--- src/rtl/fetch_pkg.sv ---
// Shared types and defaults for the instruction-fetch stage.
package fetch_pkg;

    localparam int unsigned FETCH_XLEN = 32;
    localparam logic [FETCH_XLEN-1:0] DEFAULT_RESET_PC = '0;

    typedef struct packed {
        logic [FETCH_XLEN-1:0] pc;
        logic [FETCH_XLEN-1:0] inst;
    } fetch_entry_t;

endpackage

--- src/rtl/fetch_fifo.sv ---
// Prefetch FIFO of {pc, inst} entries; flush empties it in one cycle.
module fetch_fifo
    import fetch_pkg::*;
#(
    parameter int unsigned DEPTH = 4
) (
    input  logic                   clk,
    input  logic                   reset,
    input  logic                   push,
    input  fetch_entry_t           push_entry,
    input  logic                   pop,
    input  logic                   flush,
    output fetch_entry_t           head,
    output logic [$clog2(DEPTH):0] count
);

    localparam int unsigned PW = $clog2(DEPTH);
    localparam logic [PW:0] FULL_COUNT = (PW + 1)'(DEPTH);

    logic [PW-1:0] rd_ptr_q, rd_ptr_d;
    logic [PW-1:0] wr_ptr_q, wr_ptr_d;
    logic [PW:0]   count_q, count_d;
    fetch_entry_t  mem_q [DEPTH];
    fetch_entry_t  mem_d [DEPTH];
    logic          do_push;
    logic          do_pop;

    always_comb begin
        do_pop   = pop && (count_q != '0);
        do_push  = push && ((count_q != FULL_COUNT) || do_pop);
        rd_ptr_d = rd_ptr_q;
        wr_ptr_d = wr_ptr_q;
        count_d  = count_q;
        mem_d    = mem_q;
        if (flush) begin
            rd_ptr_d = '0;
            wr_ptr_d = '0;
            count_d  = '0;
        end else begin
            if (do_push) begin
                mem_d[wr_ptr_q] = push_entry;
                wr_ptr_d        = wr_ptr_q + PW'(1);
            end
            if (do_pop) begin
                rd_ptr_d = rd_ptr_q + PW'(1);
            end
            case ({do_push, do_pop})
                2'b10:   count_d = count_q + (PW + 1)'(1);
                2'b01:   count_d = count_q - (PW + 1)'(1);
                default: count_d = count_q;
            endcase
        end
    end

    always_ff @(posedge clk) begin
        if (!reset) begin
            rd_ptr_q <= '0;
            wr_ptr_q <= '0;
            count_q  <= '0;
        end else begin
            rd_ptr_q <= rd_ptr_d;
            wr_ptr_q <= wr_ptr_d;
            count_q  <= count_d;
        end
    end

    always_ff @(posedge clk) begin
        mem_q <= mem_d;
    end

    assign head  = mem_q[rd_ptr_q];
    assign count = count_q;

endmodule

--- src/rtl/fetch_unit.sv ---
// Instruction-fetch stage: single-outstanding imem requests, prefetch FIFO, redirect/flush.
// Optional performance counters are built when FETCH_PERF_EN is defined.
module fetch_unit
    import fetch_pkg::*;
#(
    parameter int unsigned      XLEN     = FETCH_XLEN,
    parameter int unsigned      DEPTH    = 4,
    parameter logic [XLEN-1:0]  RESET_PC = DEFAULT_RESET_PC
) (
    input  logic            clk,
    input  logic            reset,
    output logic            imem_req_valid,
    input  logic            imem_req_ready,
    output logic [XLEN-1:0] imem_addr,
    input  logic            imem_rsp_valid,
    input  logic [XLEN-1:0] imem_rsp_data,
    input  logic            redirect_valid,
    input  logic [XLEN-1:0] redirect_pc,
    output logic            inst_valid,
    input  logic            inst_ready,
    output logic [XLEN-1:0] inst_data,
    output logic [XLEN-1:0] inst_pc,
    output logic [31:0]     perf_redirects,
    output logic [31:0]     perf_stall_cycles
);

    localparam int unsigned CW = $clog2(DEPTH) + 1;
    localparam logic [CW-1:0] FULL_COUNT = CW'(DEPTH);

    logic [XLEN-1:0] fetch_pc_q, fetch_pc_d;
    logic [XLEN-1:0] req_pc_q, req_pc_d;
    logic            outstanding_q, outstanding_d;
    logic            drop_q, drop_d;

    logic            req_fire;
    logic            rsp_fire;
    logic            fifo_push;
    logic            fifo_pop;
    fetch_entry_t    fifo_head;
    fetch_entry_t    fifo_in;
    logic [CW-1:0]   fifo_count;

    // A slot is reserved at issue: no new request while one is in flight,
    // so only the FIFO occupancy gates issue.
    assign imem_req_valid = reset && !outstanding_q && !redirect_valid
                            && (fifo_count < FULL_COUNT);
    assign imem_addr      = fetch_pc_q;
    assign req_fire       = imem_req_valid && imem_req_ready;
    assign rsp_fire       = imem_rsp_valid && outstanding_q;
    assign fifo_push      = rsp_fire && !drop_q && !redirect_valid;
    assign fifo_pop       = inst_valid && inst_ready;
    assign fifo_in        = '{pc: req_pc_q, inst: imem_rsp_data};

    assign inst_valid = (fifo_count != '0);
    assign inst_data  = inst_valid ? fifo_head.inst : '0;
    assign inst_pc    = inst_valid ? fifo_head.pc : '0;

    always_comb begin
        fetch_pc_d    = fetch_pc_q;
        req_pc_d      = req_pc_q;
        outstanding_d = outstanding_q;
        drop_d        = drop_q;
        if (redirect_valid) begin
            // A response landing in the redirect cycle is consumed here, so
            // only a still-pending request needs the drop flag.
            fetch_pc_d    = redirect_pc & ~XLEN'(3);
            outstanding_d = outstanding_q && !imem_rsp_valid;
            drop_d        = outstanding_q && !imem_rsp_valid;
        end else if (req_fire) begin
            fetch_pc_d    = fetch_pc_q + XLEN'(4);
            req_pc_d      = fetch_pc_q;
            outstanding_d = 1'b1;
        end else if (rsp_fire) begin
            outstanding_d = 1'b0;
            drop_d        = 1'b0;
        end
    end

    always_ff @(posedge clk) begin
        if (!reset) begin
            fetch_pc_q    <= RESET_PC;
            req_pc_q      <= '0;
            outstanding_q <= 1'b0;
            drop_q        <= 1'b0;
        end else begin
            fetch_pc_q    <= fetch_pc_d;
            req_pc_q      <= req_pc_d;
            outstanding_q <= outstanding_d;
            drop_q        <= drop_d;
        end
    end

    fetch_fifo #(
        .DEPTH(DEPTH)
    ) u_fifo (
        .clk       (clk),
        .reset     (reset),
        .push      (fifo_push),
        .push_entry(fifo_in),
        .pop       (fifo_pop),
        .flush     (redirect_valid),
        .head      (fifo_head),
        .count     (fifo_count)
    );

`ifdef FETCH_PERF_EN
    logic [31:0] perf_redirects_q, perf_redirects_d;
    logic [31:0] perf_stall_q, perf_stall_d;

    always_comb begin
        perf_redirects_d = perf_redirects_q + 32'(redirect_valid);
        perf_stall_d     = perf_stall_q + 32'(inst_ready && !inst_valid);
    end

    always_ff @(posedge clk) begin
        if (!reset) begin
            perf_redirects_q <= '0;
            perf_stall_q     <= '0;
        end else begin
            perf_redirects_q <= perf_redirects_d;
            perf_stall_q     <= perf_stall_d;
        end
    end

    assign perf_redirects    = perf_redirects_q;
    assign perf_stall_cycles = perf_stall_q;
`else
    assign perf_redirects    = '0;
    assign perf_stall_cycles = '0;
`endif

endmodule

--- config.mk ---
export PLATFORM = sky130hd
export DESIGN_NAME = fetch_unit
export DESIGN_NICKNAME = d
export VERILOG_FILES = /design/src/rtl/fetch_pkg.sv /design/src/rtl/fetch_fifo.sv /design/src/rtl/fetch_unit.sv
export SDC_FILE = /design/constraint.sdc
export NUM_CORES = 1
export LEC_CHECK = 0
export ABC_AREA = 1
export BUFFER_PORTS_ARGS = -buffer_cell sky130_fd_sc_hd__buf_2
export CORE_UTILIZATION = 40
export DETAILED_ROUTE_END_ITERATION = 6
export PLACE_DENSITY = 0.71
export REMOVE_ABC_BUFFERS = 1
export SLEW_MARGIN = 25
export SYNTH_ARGS = -nofsm -noshare
export SYNTH_HDL_FRONTEND = slang
export SYNTH_SLANG_ARGS = --single-unit
--- constraint.sdc ---
create_clock -name clk -period 4.7 [get_ports clk]
set_input_delay 0.47 -clock clk [delete_from_list [all_inputs] [get_ports clk]]
set_output_delay 0.47 -clock clk [all_outputs]
set_load 0.02 [all_outputs]
After elaboration in Yosys (flattened, before gate mapping)
Cells that the tools add are included.
- register bits after elaboration: 329
- bits in latches: 0
- memory bits (writable): 0
- ROM bits: 0
- input bits: 70
- output and inout port bits: 162
- logic and storage cells: 75
- memories: 0
- add/sub/neg operators: 5
- multipliers: 0
- divide/modulo/power cells: 0
- magnitude comparators: 4
- equal/unequal tests: 4
- shifts and indexed selects: 0
- mux-type cells: 16
- bitwise gates (word level): 4
- reduce and logical (&&, ||, !) cells: 26
- operator list (kind ; number):
    $bwmux W256 ; 1
    $mux W64 ; 3
    $bmux W64 S2 ; 1
    $demux W64 S2 ; 1
    $mux W32 ; 4
    $add A32 B3 Y32 const B ; 1
    $logic_and A1 B1 Y1 ; 12
    $ge A3 B3 Y1 const B ; 2
    $not A2 Y3 ; 2
    $pmux W3 S2 ; 1
    $reduce_and A2 Y1 ; 3
    $reduce_bool A2 Y1 ; 3
    $reduce_bool A3 Y1 ; 2
    $mux W1 ; 5
    $add A2 B1 Y2 const B ; 2
    $logic_not A1 Y1 ; 4
    $add A3 B1 Y3 const B ; 1
    $lt A3 B1 Y1 const B ; 1
    $lt A3 B3 Y1 const B ; 1
    $ne A3 B3 Y1 const B ; 1
    $sub A3 B1 Y3 const B ; 1
    $eq A2 B1 Y1 const B ; 1
    $eq A2 B2 Y1 const B ; 1
    $ne A2 B2 Y1 const B ; 1
    other kinds (3) ; 4

Depth between registers and ports, before layout
- depth in word-level cells: 7
- gate-level depth with buffers: 12
- mapped depth without buffers: 11

Cells and area by module
From an unflattened synthesis, not the netlist that was laid out.
- cells, all modules: 1423
- area total of the unflattened synthesis: 14657.8 sq um
- by module, submodules not included (module ; times used ; cells each ; area each (sq um) ; sequential area each (sq um)):
    fetch_fifo ; 1 ; 690 ; 10332.4 ; 7827.5
    fetch_unit ; 1 ; 733 ; 4325.4 ; 1241.2

Least setup slack after synthesis
OpenSTA, ideal clock, no wires.
- path kind: input-to-reg
- from: input port redirect_valid
- to: register u_fifo.mem_q[0] (netlist bit) (enable)
- library setup time: 482 ps
- arrival time: 3518 ps
- data required time: 4218 ps
- setup slack: 699 ps
- stages: 4
- path buffers: 1
- cell sequence: buf_4 nor3_2 nand2_2 nor2_1
- cells in the longest elaborated chain, start to end: 4
- elaborated cells on any way between the ends: 5
- those cells by class: bitwise (1); reduce/logical (4)
- RTL lines (item ; line ; text):
    start, declared ; fetch_unit.sv:17 ; input logic redirect_valid,
    $logic_not A1 Y1 ; fetch_unit.sv:50 ; assign fifo_push = rsp_fire && !drop_q && !redirect_valid;
    $logic_and A1 B1 Y1 ; fetch_unit.sv:50 ;
    $logic_and A1 B1 Y1 ; fetch_fifo.sv:30 ; do_push = push && ((count_q != FULL_COUNT) || do_pop);
    $reduce_and A2 Y1 (no source line) * ; - ;
    end signal, assigned ; fetch_fifo.sv:68 ; mem_q <= mem_d;
    end, declared ; fetch_fifo.sv:23 ; fetch_entry_t mem_q [DEPTH];
Mark *: on every way between the ends. The rest lies on a longest branch, timed or not.
A chain may end at the register's enable or synchronous reset.

Worst setup path after layout
- from: register u_fifo.count_q[2], in the netlist u_fifo.count[2]
- to: output port inst_pc[26]
- cells in the longest elaborated chain, start to end: 2
- RTL lines (item ; line ; text):
    start, declared ; fetch_fifo.sv:22 ; logic [PW:0] count_q, count_d;
    start signal, assigned ; fetch_fifo.sv:63 ; count_q <= count_d;
    $reduce_bool A3 Y1 ; fetch_unit.sv:54 ; assign inst_valid = (fifo_count != '0);
    $mux W32 ; fetch_unit.sv:56 ; assign inst_pc = inst_valid ? fifo_head.pc : '0;
    end, declared ; fetch_unit.sv:22 ; output logic [XLEN-1:0] inst_pc,
No other way between the ends.

==> results.yml <==
outcome:
  outcome: "completed"
setup_path:
  rr_worst_depth: 9
  rr_startpoint: "u_fifo.count[2]"
  worst-endpoint-required_ns: 4.23
  end_kind: "primary output"
  path_max_fanout: 45
  endpoint: "inst_pc[26]"
  r2r_slack_ns: 1.83
  crit_type: "register to primary output"
  startpoint_type: "register"
  critPathLaunch: "u_fifo.count[2]"
  worst-endpoint-arrival_ns: 2.69
  path_cells: "inv_1 > nand2_1 > clkinv_2 > a21oi_1 > buf_2"
  path_buf_inv: 3
  slowest_delay_ns: 0.68
  reg2reg_to: "u_fifo.count[1]"
  crit_family: "buffers and inverters"
  path_depth: 5
  cpMaxStageDelayCell: "clkinv_2"
drt:
  final_antenna_net_count: 0
  wire_per_inst_microns: 17.1
  drt_iter0_markers: 679
  route.detailed.drc: 0
  dr.pass1.iters: 5
  postRouteWirelength_microns: 33700
  via_count: 9841
  vias_per_cell: 4.99
clock_network:
  cts.sinks: 317
  cts.clk_slew.worst_paths_ns: 0.06
  cts_resized: 0
  cts_setup_buffers: 0
  cts_max_level: 2
  cts_buffer_depth: 3
  ctsHoldBuffers: 0
  cts_buffers: 34
  cts_tree: "done"
  cts_root_buf: "clkbuf_16"
  clk_latency_ns: 0.51
global_routing:
  grtUsageMet1_pct: 25.0
  top_usage_layer: "met2"
  grt_pass1_wl_microns: 51400
  grt_pass1_vias: 9271
  grt_max_degree: 73
  use_met2_pct: 31.5
  grt_util_all_layers_pct: 18.8
  grtUsageMet3_pct: 2.65
  grt_overflow: 0
  antenna_found_initial: 0
yosys:
  synth-xor-area-share_pct: 0.448
  synth_compound_area_share_pct: 10.9
  ys_types: 36
  synthAdderAreaFrac_pct: 0.604
  yosysWarnings: 0
  ys_ff_latch: 317
  synth.avg_cell_area_sq_um: 10.1
  synth_cells: 1354
  synthSimpleGateAreaFrac_pct: 15.5
  synth_top_family_by_area: "simple AND/OR/NAND/NOR gates"
  yosysSeqAreaShare_pct: 64.6
  muxShareOfSynthArea_pct: 0
  synth_area_sq_um: 13700
die:
  design.die.area_sq_um: 34900
  die_h_microns: 187
  rows: 67
  io_pins: 232
  initial_core_util_pct: 40.7
  coreArea_sq_um: 33600
  fp.dieW_microns: 187
sta:
  rsz0062_at_grt: "false"
  hold_viol_final: 0
  fmax_ghz: 0.316
  tightest_slew_ns: 1.02
  post-route-period-util_pct: 67.2
  relSlewSlack_pct: 32.3
  period_minus_slack_ns: 3.16
  fin_skew_ns: 0.0130
  setup_viol: 0
  slew_violations: 0
  fin_setup_tns_ns: 0
place:
  hpwl_microns: 20100
  io_buffers: 161
  gp_congestion: 0.909
final_layout:
  syn_to_final_growth_pct: 15.8
  multi_input_area_sq_um: 4050
  finalNetCount: 1577
  final-seq-area_sq_um: 8830
  drive_above_1_share_pct: 16.6
  fillers: 3113
power_and_ir_drop:
  p_leak_nw: 6.13
  ir_drop_mv: 0.239
  fin_total_pwr_w: 0.00616
  power.density_nw_per_um2: 389
run:
  drv_cap: 0
hold_path:
  hold_class: "primary input to register"
  min_path_cells: 1
  hp-start: "imem_rsp_data[16]"
## state kept, by name, summed over array words and instances (netlist names)
name	cells
imem_addr	30
u_fifo.count	3
req_pc_q	30
drop_q	1
u_fifo.wr_ptr_q	2
outstanding_q	1
u_fifo.rd_ptr_q	2
u_fifo.mem_q	248
## worst register-to-register path, stage by stage (launching register included)
cell and delay (ns):
dfxtp_1 0.37, inv_1 0.09, nand2_1 0.11, clkinv_2 0.68, nor2_1 0.61, nand2_1 0.16
fa_1 0.50, inv_1 0.04, o21ai_1 0.15, a21oi_1 0.06
## routing by layer
layer / share of wire [%] / wire length [microns]
met4: 2.4 / 822
met3: 7.3 / 2450
met1: 42 / 14200
met2: 48 / 16300
met5: 0 / 0
## Yosys cell counts (all sizes together)
library cell	count	area (sq um)
or2	1	6.26
a31oi	3	18.8
o211ai	3	22.5
inv	74	278
a21oi	112	561
o21ai	154	771
nand2	163	617
ha	5	62.6
conb	1	3.75
a21boi	1	7.51
nand4	5	31.3
clkbuf	39	146
a211oi	5	62.6
nand3	33	178
xnor2	1	8.76
fa	1	20.0
dfxtp	69	1380
nor3	7	40.0
o221ai	4	35.0
nor2	315	1210
o21bai	2	15.0
edfxtp	248	7450
nand3b	5	37.5
buf	96	658
xor2	6	52.6
nor3b	1	7.51
## per-stage QoR
stage	cell area [sq um]	worst slack [ns]	cells	utilization, %	hold WS [ns]
6_report	15800	1.54	1972	47.1	0.179
5_1_grt	15800	1.40	1971	47.1	0.167
4_1_cts	15800	1.55	1970	47.0	0.163
3_5_place_dp	14700	1.89	1912	43.6	0.478
3_3_place_gp	14700	1.96	1912	43.6	0.467
2_1_floorplan	13100	0.0897	1286	-	0.453
## where the power goes
part           switching, W  internal [W]  total, W
sequential        0.0000405       0.00305   0.00309
clock               0.00103       0.00171   0.00275
combinational      0.000238     0.0000855  0.000324
total               0.00131       0.00484   0.00616
## final cells by class
class / instances / share of cell area [%]
clock inverters: 14 / 1.22
multi-input cells: 895 / 25.6
flip-flops and latches: 317 / 55.8
repair buffers: 179 / 6.07
clock buffers: 44 / 6.07
diodes: 1 / 0.0158
inverters: 74 / 1.77
well taps: 448 / 3.54
## placed cells by master (no fill, tap or decap), types with 2 or more instances in the layout
| cell | count |
|---|---|
| o211ai_1 | 3 |
| nand4_1 | 5 |
| o21ai_0 | 151 |
| nor2_1 | 306 |
| nor2_2 | 4 |
| clkinv_1 | 5 |
| o21ai_1 | 3 |
| edfxtp_1 | 248 |
| clkbuf_1 | 6 |
| o221ai_1 | 4 |
| nor3_1 | 6 |
| bufinv_16 | 5 |
| buf_4 | 17 |
| inv_1 | 67 |
| xor2_1 | 6 |
| a211oi_2 | 5 |
| a31oi_1 | 3 |
| conb_1 | 68 |
| nand2_2 | 2 |
| dfxtp_1 | 67 |
| nand3_1 | 32 |
| clkinv_2 | 4 |
| nand3b_1 | 5 |
| nor2_4 | 4 |
| inv_2 | 5 |
| ha_1 | 5 |
| o21bai_1 | 2 |
| a21oi_1 | 112 |
| clkbuf_16 | 37 |
| buf_2 | 161 |
| nand2_1 | 161 |
## logic make-up after synthesis
logic type	count (synthesis)
DFF	317
xor gates and xnor gates	7
AOI/OAI and AO/OA	284
and+or+nand+nor	530
buffers and inverters	209
other	1
adders and majority gates	6
## worst min path at each step
| stage | end | slack, ns |
|---|---|---|
| 3_5_place_dp | u_fifo.count[0] | 0.48 |
| 4_1_cts | u_fifo.mem_q[16] | 0.16 |
| 2_1_floorplan | u_fifo.count[0] | 0.45 |
| 6_report | u_fifo.mem_q[16] | 0.18 |
| 3_3_place_gp | u_fifo.count[0] | 0.47 |
| 5_1_grt | u_fifo.mem_q[158] | 0.17 |
Note: power is estimated with default switching activity, not from simulation.
